==> config.mk <==
export PLATFORM = sky130hd
export DESIGN_NAME = rf_wb_arbiter
export DESIGN_NICKNAME = d
export VERILOG_FILES = /design/src/rtl/rf_arb_pkg.sv /design/src/rtl/rr_pick.sv /design/src/rtl/rf_wb_arbiter.sv
export SDC_FILE = /design/constraint.sdc
export NUM_CORES = 1
export LEC_CHECK = 0
export CORE_MARGIN = 3
export CORE_UTILIZATION = 35
export CTS_BUF_LIST = sky130_fd_sc_hd__clkbuf_4 sky130_fd_sc_hd__clkbuf_8 sky130_fd_sc_hd__clkbuf_16
export DETAILED_ROUTE_END_ITERATION = 10
export GPL_TIMING_DRIVEN = 1
export PLACE_DENSITY = 0.77
export SKIP_LAST_GASP = 1
export SYNTH_ARGS = -nofsm -noshare
export SYNTH_HDL_FRONTEND = slang
export SYNTH_SLANG_ARGS = --single-unit
==> constraint.sdc <==
create_clock -name clk -period 2.9 [get_ports clk]
set_input_delay 0.435 -clock clk [delete_from_list [all_inputs] [get_ports clk]]
set_output_delay 0.435 -clock clk [all_outputs]
set_load 0.05 [all_outputs]
==> src/rtl/rf_arb_pkg.sv <==
// Shared constants and helpers for the register-file writeback arbiter.
package rf_arb_pkg;

    localparam int unsigned XLEN     = 32;
    localparam int unsigned AW       = 5;
    localparam int unsigned NREQ_MAX = 8;

    typedef logic [$clog2(NREQ_MAX)-1:0] req_idx_t;

    // Input must be one-hot or zero; OR-ing indices keeps this a flat mux.
    function automatic req_idx_t onehot2idx(input logic [NREQ_MAX-1:0] oh);
        req_idx_t idx;
        idx = '0;
        for (int unsigned i = 0; i < NREQ_MAX; i++) begin
            if (oh[i]) begin
                idx = idx | req_idx_t'(i);
            end
        end
        return idx;
    endfunction

endpackage

==> src/rtl/rr_pick.sv <==
// Combinational round-robin picker: first set bit of mask at or after ptr, wrapping.
module rr_pick
    import rf_arb_pkg::*;
#(
    parameter int unsigned N = 4
) (
    input  logic [N-1:0] mask,
    input  req_idx_t     ptr,
    output logic [N-1:0] onehot,
    output req_idx_t     idx,
    output logic         any
);

    logic [N-1:0] upper;
    logic [N-1:0] pool;

    // Search positions >= ptr first; fall back to the whole mask to wrap around.
    always_comb begin
        upper = '0;
        for (int unsigned j = 0; j < N; j++) begin
            upper[j] = mask[j] && (req_idx_t'(j) >= ptr);
        end
        pool   = (|upper) ? upper : mask;
        onehot = '0;
        idx    = '0;
        any    = |mask;
        for (int unsigned j = 0; j < N; j++) begin
            if (pool[j] && (onehot == '0)) begin
                onehot[j] = 1'b1;
                idx       = req_idx_t'(j);
            end
        end
    end

endmodule

==> src/rtl/rf_wb_arbiter.sv <==
// Register-file write-port arbiter: starvation override, then high-priority RR, then RR.
// Optional perf counters enabled by defining RF_WB_ARB_PERF_EN.
module rf_wb_arbiter
    import rf_arb_pkg::req_idx_t, rf_arb_pkg::onehot2idx, rf_arb_pkg::NREQ_MAX;
#(
    parameter int unsigned     NREQ         = 4,
    parameter int unsigned     XLEN         = rf_arb_pkg::XLEN,
    parameter int unsigned     AW           = rf_arb_pkg::AW,
    parameter logic [NREQ-1:0] HIPRI_MASK   = NREQ'(1),
    parameter int unsigned     STARVE_LIMIT = 8
) (
    input  logic                 clk,
    input  logic                 rst,
    input  logic [NREQ-1:0]      req_valid,
    input  logic [NREQ*AW-1:0]   req_addr,
    input  logic [NREQ*XLEN-1:0] req_data,
    output logic [NREQ-1:0]      req_ready,
    input  logic                 flush,
    input  logic                 stall,
    output logic                 rf_we,
    output logic [AW-1:0]        rf_wa,
    output logic [XLEN-1:0]      rf_wd,
    output logic                 busy
`ifdef RF_WB_ARB_PERF_EN
    ,
    output logic [31:0]          perf_conflict_cnt,
    output logic [31:0]          perf_starve_cnt
`endif
);

    localparam int unsigned   CW    = $clog2(STARVE_LIMIT + 1);
    localparam logic [CW-1:0] LIMIT = CW'(STARVE_LIMIT);

    req_idx_t        rr_ptr;
    logic [CW-1:0]   wait_cnt [NREQ];
    logic            go;
    logic [NREQ-1:0] starve, starve_oh, hi_oh, all_oh, grant;
    req_idx_t        starve_idx, hi_idx, all_idx, win_idx;
    logic            starve_any, hi_any, all_any, grant_any;
    logic [AW-1:0]   win_addr;
    logic [XLEN-1:0] win_data;

    assign go = rst & ~stall & ~flush;

    always_comb begin
        starve    = '0;
        starve_oh = '0;
        for (int unsigned i = 0; i < NREQ; i++) begin
            starve[i] = ~HIPRI_MASK[i] & req_valid[i] & (wait_cnt[i] == LIMIT);
            if (starve[i] && (starve_oh == '0)) begin
                starve_oh[i] = 1'b1;
            end
        end
    end

    assign starve_any = |starve;
    assign starve_idx = onehot2idx(NREQ_MAX'(starve_oh));

    rr_pick #(.N(NREQ)) u_pick_hi (
        .mask   (req_valid & HIPRI_MASK),
        .ptr    (rr_ptr),
        .onehot (hi_oh),
        .idx    (hi_idx),
        .any    (hi_any)
    );

    rr_pick #(.N(NREQ)) u_pick_all (
        .mask   (req_valid),
        .ptr    (rr_ptr),
        .onehot (all_oh),
        .idx    (all_idx),
        .any    (all_any)
    );

    always_comb begin
        grant   = '0;
        win_idx = '0;
        if (go) begin
            if (starve_any) begin
                grant   = starve_oh;
                win_idx = starve_idx;
            end else if (hi_any) begin
                grant   = hi_oh;
                win_idx = hi_idx;
            end else if (all_any) begin
                grant   = all_oh;
                win_idx = all_idx;
            end
        end
    end

    assign grant_any = |grant;
    assign req_ready = grant;
    assign busy      = (|req_valid) | rf_we;

    always_comb begin
        win_addr = '0;
        win_data = '0;
        for (int unsigned i = 0; i < NREQ; i++) begin
            if (grant[i]) begin
                win_addr = req_addr[i*AW +: AW];
                win_data = req_data[i*XLEN +: XLEN];
            end
        end
    end

    // x0 writes still consume a grant but never raise the write enable.
    always_ff @(posedge clk or negedge rst) begin
        if (!rst) begin
            rr_ptr <= '0;
            rf_we  <= 1'b0;
            rf_wa  <= '0;
            rf_wd  <= '0;
        end else begin
            rf_we <= grant_any & (win_addr != '0);
            if (grant_any) begin
                rr_ptr <= (32'(win_idx) == NREQ - 1) ? '0 : win_idx + 1'b1;
                rf_wa  <= win_addr;
                rf_wd  <= win_data;
            end
        end
    end

    always_ff @(posedge clk or negedge rst) begin
        if (!rst) begin
            for (int unsigned i = 0; i < NREQ; i++) begin
                wait_cnt[i] <= '0;
            end
        end else begin
            for (int unsigned i = 0; i < NREQ; i++) begin
                if (HIPRI_MASK[i] || flush) begin
                    wait_cnt[i] <= '0;
                end else if (!stall) begin
                    if (!req_valid[i] || grant[i]) begin
                        wait_cnt[i] <= '0;
                    end else if (wait_cnt[i] != LIMIT) begin
                        wait_cnt[i] <= wait_cnt[i] + 1'b1;
                    end
                end
            end
        end
    end

`ifdef RF_WB_ARB_PERF_EN
    logic multi_valid;
    assign multi_valid = (req_valid & (req_valid - 1'b1)) != '0;

    always_ff @(posedge clk or negedge rst) begin
        if (!rst) begin
            perf_conflict_cnt <= '0;
            perf_starve_cnt   <= '0;
        end else begin
            if (multi_valid && !stall && !flush) begin
                perf_conflict_cnt <= perf_conflict_cnt + 32'd1;
            end
            if (grant_any && starve_any) begin
                perf_starve_cnt <= perf_starve_cnt + 32'd1;
            end
        end
    end
`endif

endmodule
==> results by group <==
Clock tree
  – Depth of the CTS H-tree: 2
  – Post-CTS resize count: 0
  – Worst skew pair latency: 0.30 ns
  – Clock Root Buffer: clkbuf_8
  – Clock-pin slew on the worst setup and hold paths: 0.10 ns
  – Clock tree buffer depth: 2
  – Number of CTS-inserted buffers: 5
  – TritonCTS Sinks: 52
  – CTS tree: yes
  – Setup bufs post-CTS: 0
  – Hold Buf Count CTS: 0

Final layout
  – Number of inserted diodes: 0
  – Post-route non-filler standard cell count: 643
  – Syn-to-layout area delta: 69.6%
  – Layout cells sized above 1: 0.0916
  – Fin util: 0.617
  – Number of nets in the layout: 697

Synthesis
  – #FFs+latches synth: 52
  – Yosys Warn Count: 0
  – Top cells by area, synth: dfrtp_1 (41%), a22oi_1 (12%), nand2_1 (5.4%)
  – Post-synth top cells: dfrtp_1 (52), a22oi_1 (49), nand2_1 (46)
  – Synth Flop Type: dfrtp_1
  – Syn Std Cell Area: 0.00319 mm2
  – Yosys top cell area share: 0.408
  – Synth Net Count: 500
  – Netlist cell types: 56
  – Synth area leader: dfrtp_1
  – EDFF count, synth: 0
  – Post-synth ARST share: 1.00
  – Synth Instances: 337
  – Count leader, synth: dfrtp_1
  – Avg Synthesized Cell Area: 9.46 um2
  – Post-synthesis sequential area ratio: 0.408

Worst setup path
  – Crit-path max FO: 12
  – Worst Reg-to-Reg Cells: 9
  – Crit path from: req_valid[2]
  – WP data required: 2.47 ns
  – Worst reg2reg setup slack: 0.52 ns
  – Crit Path Class: primary input to output pin
  – Startpoint types: primary input
  – Critical path arrival: 2.35 ns
  – Reg2reg start: wait_cnt[0]
  – FF-to-FF End: rf_we
  – Crit path capture type: output pin

Run status
  – Status: complete, no violations

Job
  – Max Cap Viol: 0

Floorplanning
  – Die area: 0.0103 mm2
  – Row count: 34
  – Initial Utilization: 0.364
  – Die Y-Extent: 101 um
  – Die X: 101 um
  – Ports: 199
  – Core Box Area: 0.00876 mm2

Routing
  – Drt wl/cell: 17.8 um
  – TritonRoute pass-1 iters: 5
  – Vias per cell: 5.48
  – ANT nets after route: 0
  – WL final: 11400 um
  – Via count: 3524
  – Remaining DRCs: 0
  – 1st-iter DRT viols: 169

Hold path
  – Worst hold path class: primary input to async pin

STA
  – Worst-Margin Slew: 0.689 ns
  – Worst Skew: 0.00409 ns
  – Slew HR: 0.541
  – Final worst-path cycle share: 0.961
  – Fmax achieved: 359 MHz
  – Setup TNS: 0 ns
  – Slew Limit Fails: 0
  – Post-layout min period: 2.79 ns
  – RSZ-0062 raised after global routing: false
  – Final setup vio count: 0
  – Final Hold Vio Count: 0

GRT
  – Initial antenna violation count: 0
  – Global route overflow: 0
  – Global-route wire length before repair: 18000 um
  – Maximum number of pins on one net before global-route repair: 55
  – Vias in the first global route: 3550
  – Total track usage: 0.220

Pwr
  – Total power: 2.71 mW
  – Leak Pwr: 2.22 nW
  – Pwr Density: 502 mW/mm2
  – Peak supply drop: 0.289 mV

Place
  – Hpwl dp: 8920 um
  – Placed Instances: 635
  – RePlAce Congestion: 0.922
  – I/O Buffers: 198
## how the worst max path moves through the flow
| stage | to |
|---|---|
| CTS | req_ready[3] |
| global placement | rf_we |
| finish | req_ready[3] |
| global route | req_ready[3] |
| floorplan | req_ready[2] |
| detailed placement | rf_we |
## report_power, final
group	internal, mW	switching [mW]	leakage (nW)
Clock	0.204	0.243	0.0479
Sequential	0.870	0.0920	0.657
Combinational	0.538	0.765	1.51
## flip-flops by register name, indices dropped and copies added (netlist names)
name,cells
wait_cnt,12
rf_wd,32
rf_wa,5
rf_we,1
rr_ptr,2
## worst max-delay path, cell delays in order
cell and delay, ns:
clkdlybuf4s50_1 0.54, or2_1 0.29, o221a_1 0.22, or3_1 0.55, clkinv_8 0.16, buf_12 0.14
## cell families (layout without fill, tap and decap cells)
logic type | after synthesis | after routing | synth area share
fa+ha+maj | 7 | 7 | 0.0275
simple gates | 127 | 127 | 0.205
mux | 2 | 2 | 0.00785
xor+xnor | 4 | 4 | 0.0110
flops | 52 | 52 | 0.408
buf+inv | 33 | 231 | 0.0660
compound gates | 112 | 112 | 0.274
## cell type report
cell class | instances | area (um2)
inverter | 10 | 50.0
tap | 108 | 135
timing repair buffer | 213 | 2140
fill | 714 | 3360
multi-input combinational | 252 | 1680
sequential | 52 | 1300
clock inverter | 1 | 7.51
clock buffer | 7 | 90.1
## cells in the final DEF, fill, tap and decap left out, types with 5 or more instances in the layout
cell type / n
o22ai_2: 5
nand2_1: 46
nor2_1: 23
o21ai_0: 7
ha_1: 7
a22oi_1: 49
buf_12: 5
a21oi_1: 12
clkbuf_8: 6
dfrtp_1: 52
a222oi_1: 10
buf_4: 15
nand3_1: 25
inv_1: 9
a21o_1: 5
clkdlybuf4s50_1: 192
## layer usage
metal  vias up  track usage  wire, um
li1       1668            -         -
met1      1664        0.269      4340
met2       176        0.385      5890
met3        16       0.0517       974
met4         0       0.0685       210
met5         -            0         0
## stage by stage
step           instance area [um2]  hold slack, ns  setup WS [ns]
2_1_floorplan                 3190           0.139          0.634
3_3_place_gp                  5310           0.462          0.174
3_5_place_dp                  5310           0.469         0.0394
4_1_cts                       5410           0.311          0.129
5_1_grt                       5410           0.353         0.0192
6_report                      5410           0.295          0.114
(Power assumes the default switching activity.)
